`config.mk`:
```
export PLATFORM = sky130hd
export DESIGN_NAME = stream_serializer
export DESIGN_NICKNAME = d
export VERILOG_FILES = /design/src/rtl/stream_serializer.sv
export SDC_FILE = /design/constraint.sdc
export NUM_CORES = 1
export LEC_CHECK = 0
export ABC_AREA = 0
export CAP_MARGIN = 0
export CORE_AREA = 2 2 88 90
export DETAILED_ROUTE_END_ITERATION = 12
export DIE_AREA = 0 0 90 92
export PLACE_DENSITY = 0.42
export SYNTH_ARGS = -nofsm -noshare
export SYNTH_HDL_FRONTEND = slang
export SYNTH_SLANG_ARGS = --single-unit
```
`constraint.sdc`:
```
create_clock -name clk -period 4.08 [get_ports clk]
set_input_delay 0.408 -clock clk [delete_from_list [all_inputs] [get_ports clk]]
set_output_delay 0.408 -clock clk [all_outputs]
set_load 0.1 [all_outputs]
```
`src/rtl/stream_serializer.sv`:
```
// Width-down serializer: accepts IN_W-bit words and emits them as RATIO beats of
// OUT_W bits with valid/ready handshakes on both sides and last-flag passthrough.
module stream_serializer #(
  parameter int IN_W      = 32,
  parameter int OUT_W     = 8,
  parameter int MSB_FIRST = 0
) (
  input  logic             clk,
  input  logic             rst,
  input  logic             s_valid_i,
  output logic             s_ready_o,
  input  logic [IN_W-1:0]  s_data_i,
  input  logic             s_last_i,
  output logic             m_valid_o,
  input  logic             m_ready_i,
  output logic [OUT_W-1:0] m_data_o,
  output logic             m_last_o
);

  localparam int RATIO = IN_W / OUT_W;
  localparam int CNT_W = (RATIO > 1) ? $clog2(RATIO) : 1;
  localparam logic [CNT_W-1:0] LAST_BEAT = CNT_W'(RATIO - 1);

  if ((IN_W % OUT_W) != 0 || RATIO < 2) begin : g_bad_params
    $error("stream_serializer: IN_W must be a multiple of OUT_W with RATIO >= 2");
  end

  typedef enum logic {
    IDLE = 1'b0,
    SEND = 1'b1
  } state_e;

  state_e                       state_q, state_d;
  logic [CNT_W-1:0]             beat_cnt, cnt_d;
  logic [RATIO-1:0][OUT_W-1:0]  word_q;
  logic                         last_q;
  logic                         load;
  logic                         last_beat;
  logic                         in_xfer;
  logic                         out_xfer;
  logic [CNT_W-1:0]             slice_sel;

  assign last_beat = (beat_cnt == LAST_BEAT);
  assign m_valid_o = (state_q == SEND);

  // Ready opens in SEND only as the final beat leaves, so a new word can follow with no bubble.
  assign s_ready_o = !rst && ((state_q == IDLE) || (last_beat && m_ready_i));

  assign in_xfer   = s_valid_i && s_ready_o;
  assign out_xfer  = m_valid_o && m_ready_i;

  assign slice_sel = (MSB_FIRST != 0) ? (LAST_BEAT - beat_cnt) : beat_cnt;
  assign m_data_o  = m_valid_o ? word_q[slice_sel] : '0;
  assign m_last_o  = m_valid_o && last_beat && last_q;

  always_comb begin
    // NOTE: every output of this block gets a default first, so no branch can infer a latch.
    state_d = state_q;
    cnt_d   = beat_cnt;
    load    = 1'b0;
    unique case (state_q)
      IDLE: begin
        if (in_xfer) begin
          load    = 1'b1;
          cnt_d   = '0;
          state_d = SEND;
        end
      end
      SEND: begin
        if (out_xfer) begin
          if (last_beat) begin
            cnt_d = '0;
            if (in_xfer) begin
              load = 1'b1;
            end else begin
              state_d = IDLE;
            end
          end else begin
            cnt_d = beat_cnt + 1'b1;
          end
        end
      end
      default: state_d = IDLE;
    endcase
  end

  always_ff @(posedge clk or posedge rst) begin
    // NOTE: sequential state uses non-blocking assignments so every register samples pre-edge values.
    if (rst) begin
      state_q  <= IDLE;
      beat_cnt <= '0;
      word_q   <= '0;
      last_q   <= 1'b0;
    end else begin
      state_q  <= state_d;
      beat_cnt <= cnt_d;
      if (load) begin
        word_q <= s_data_i;
        last_q <= s_last_i;
      end
    end
  end

endmodule

```
# Word-level counts from Yosys, hierarchy flattened
# Cells that the tools add are included.
# totals
register_bits,36
in_bits,37
output_inout_bits,11
wordCells,36
# op_classes
n_addsub,1
order_cmp,1
eq_ne,3
mux,14
bitwise_logic,1
n_reduce_logical,9
# ops
op,count
$bmux W8 S2,1
$mux W8,2
$logic_and A1 B1 Y1,6
$mux W2,3
$mux W1,5
$pmux W1 S2,2
$pmux W2 S2,1
$lt A2 B3 Y1 const B,1
$add A2 B1 Y2 const B,1
$eq A2 B2 Y1 const B,1
$ne A2 B1 Y1 const B,1
$ne A2 B2 Y1 const B,1
$reduce_and A2 Y1,1
$logic_not A1 Y1,1
$logic_or A1 B1 Y1,1
$not A1 Y1,1

# Logic depth before layout (Yosys ltp)
# depth
ltp_word,9
mapped_depth,5
mapped_depth_nobuf,4

# Worst setup path after synthesis
# OpenSTA, ideal clock, no wires.
# synth_timing
path_type,reg2out
startpoint,"reg state_q, in the netlist m_valid_o"
endpoint,out m_data_o[0]
arrival_ps,2820
t_required_ps,3672
setup_slack_ps,852
path_stages_with_launch,5
n_path_buf,2
cell_sequence,dfrtp_1 -> buf_6 -> nand2b_1 -> buf_1 -> o22ai_1
# synth_via
elab_chain_cells,1
# synth_lines
item,line_no,rtl
start: declaration,33,"state_e state_q, state_d;"
start signal: assignment,95,state_q <= state_d;
$mux W8,53,assign m_data_o = m_valid_o ? word_q[slice_sel] : '0;
end: declaration,16,"output logic [OUT_W-1:0] m_data_o,"
# Every way passes these cells.

# Final worst setup path
# layout_timing
startpoint,"reg state_q, in the netlist m_valid_o"
endpoint,out m_valid_o
# layout_rtl
item,line_no,rtl
end: declaration,14,"output logic m_valid_o,"
# No word-level cell between the ends.

==> results.cfg <==
[yosys]
yosysWarningCount = 0
synth_area_mm2 = 0.00178
syn_inst = 119
avgSynthCellArea_um2 = 15.0
ys_seq_area_share_pct = 50.6
synth_top_area_share_pct = 50.6
syn-num-nets = 157
synth_area_leaders = dfrtp_1 51%, mux2_4 25%, mux2i_1 9.0%, o22ai_1 2.8%, buf_6 2.5%
synth_top_cell_by_area = dfrtp_1
synthDistinctLibCells = 21
yosys_register_bits = 36

[grt]
grt_pass1_vias = 1309
gr-usage-met2_pct = 17.8
gr-usage-met1_pct = 13.3
overflow = 0
antenna_found_initial = 0
grt_max_degree = 37
top_usage_layer = met2
grt_use_total_pct = 10.8
use_met3_pct = 3.78
grt_pass1_wl_um = 6840

[clock_network]
cts-resized-gates = 0
cts_buffers = 5
cts_hold_buf = 0
root_buffer = clkbuf_8
clock_path_buffers = 2
postCtsSetupBuffers = 0
clk_latency_ps = 290
cts_tree = built
clkTransAtPathRegs_ps = 70
htree_levels = 2
clkSinkCount = 36

[finish]
mostFrequentLayoutCell = clkdlybuf4s50_1
diodes = 0
n_fill_cell = 778
final_cell_mix = 37 x clkdlybuf4s50_1, 36 x dfrtp_1, 30 x mux2_4, 16 x mux2i_1, 13 x buf_4
layout.nets = 207
area_delta_synth_final_pct = 36.3
drive_gt1_share_pct = 32.9

[detailed_routing]
route.detailed.drc = 0
drt_iter0_drc = 34
via_per_inst = 4.12
firstDrtPassIters = 4
ant_nets = 0
wire_per_inst_um = 15.0
drt_wl_total_um = 4090
vias = 1121

[die]
die_area_mm2 = 0.00828
die_w_um = 90
row_count = 32
start_util_pct = 23.9
io_pins = 48
core_mm2 = 0.00745
fp.dieH_um = 92

[timing]
finalSetupViolCount = 0
maxSlewViolCount = 0
tightest_slew_ps = 962
fmax_ghz = 0.419
slew_headroom_pct = 35.7
rsz0062_at_grt = no
min_period_ps = 2390
fin_crit_sh_pct = 58.5
skew_ps = 5.78
finalHoldViolations = 0
finalSetupTns_ps = 0

[setup_path]
start_kind = register
crit_type = reg -> out
end_kind = output port
cp_slowest_cell = clkdlybuf4s50_1
max_stage_delay_ps = 1190
path_cells = clkdlybuf4s50_1
reg2regPathDepth = 5
cp.arrival_ps = 1980
cp.required_ps = 3670
cp.depth = 1
cp_top_family = buffers and inverters
critical_path_buf_inv_count = 1
path_max_fanout = 10

[placed_design]
io_buffer_count = 47
routabilityCongestion = 0.827
dp_hpwl_um = 2890

[flow_run]
max_cap_violations = 0

[run_status]
outcome = finished clean

[worst_hold_path]
hold_depth = 1
min_path_type = reg -> reg
layout make-up:
cell class              instances  area [µm²]  share of cell area (%)
inverters                       1        3.75                   0.155
clock buffers                   5        68.8                    2.84
multi-input cells              75         815                    33.6
well taps                     102         128                    5.26
flip-flops and latches         36         901                    37.1
repair buffers                 50         468                    19.3
clock inverters                 3        42.5                    1.75
sequential cells by signal (all words and copies together), names as in the netlist:
register,count
word_q,32
beat_cnt,2
last_q,1
m_valid_o,1
metrics by stage:
step           setup slack (ps)  std cells  hold WS (ps)  util, %  instance area (µm²)
5_1_grt                    1640        272           534     32.6                 2430
3_5_place_dp               1490        264           499     31.1                 2310
2_1_floorplan               852        119           473        -                 1780
4_1_cts                    1690        272           519     32.6                 2430
3_3_place_gp               1580        264           490     31.1                 2310
6_report                   1690        272           515     32.6                 2430
kinds of logic after synthesis:
family          synth area share, %
simple gates                   3.93
fa+ha+maj                     0.703
flops                          50.6
compound gates                 4.92
buf+inv                        3.65
mux                            36.2
path summary, 6_finish.rpt:
path	start	to	slack [ps]
max reg2reg	beat_cnt[1]$_DFFE_PP0P_	word_q[28]$_DFFE_PP0P_	1900
min	last_q$_DFFE_PP0P_	last_q$_DFFE_PP0P_	510
min reg2reg	last_q$_DFFE_PP0P_	last_q$_DFFE_PP0P_	510
max	m_valid_o$_DFF_PP0_	m_valid_o	1690
max in group asynchronous	rst	word_q[10]$_DFFE_PP0P_	3170
min in group asynchronous	rst	beat_cnt[0]$_DFFE_PP0P_	570
cell usage after synthesis:
cell type   n
o22ai_1     8
inv_1       1
and3_1      1
ha_1        1
dfrtp_1    36
nand2b_1    4
mux2_2      3
buf_2       1
a21oi_1     1
buf_4       1
buf_6       4
a21boi_4    1
o211ai_1    1
a31oi_1     1
nor2_4      1
mux2i_1    16
buf_1       1
nor2_1      2
nand2_1     4
nand3_1     1
mux2_4     30
routing by layer:
metal,share of wire [%],wire length (µm),vias to the layer above
met3,7.0,285,5
met1,46,1880,548
met5,0,0,-
met4,0.88,36,0
li1,-,-,529
met2,46,1890,39
worst reg2reg max path: cells and delay by family (launching register included):
family	cells	cell delay, ps
AOI/OAI and AO/OA	1	90
and+or+nand+nor	1	540
muxes	1	340
DFF	1	390
adders and majority gates	1	250
buffers and inverters	1	450
Power is not shown: default switching activity piles up to over one toggle a cycle in this logic, so the estimate is an artifact.
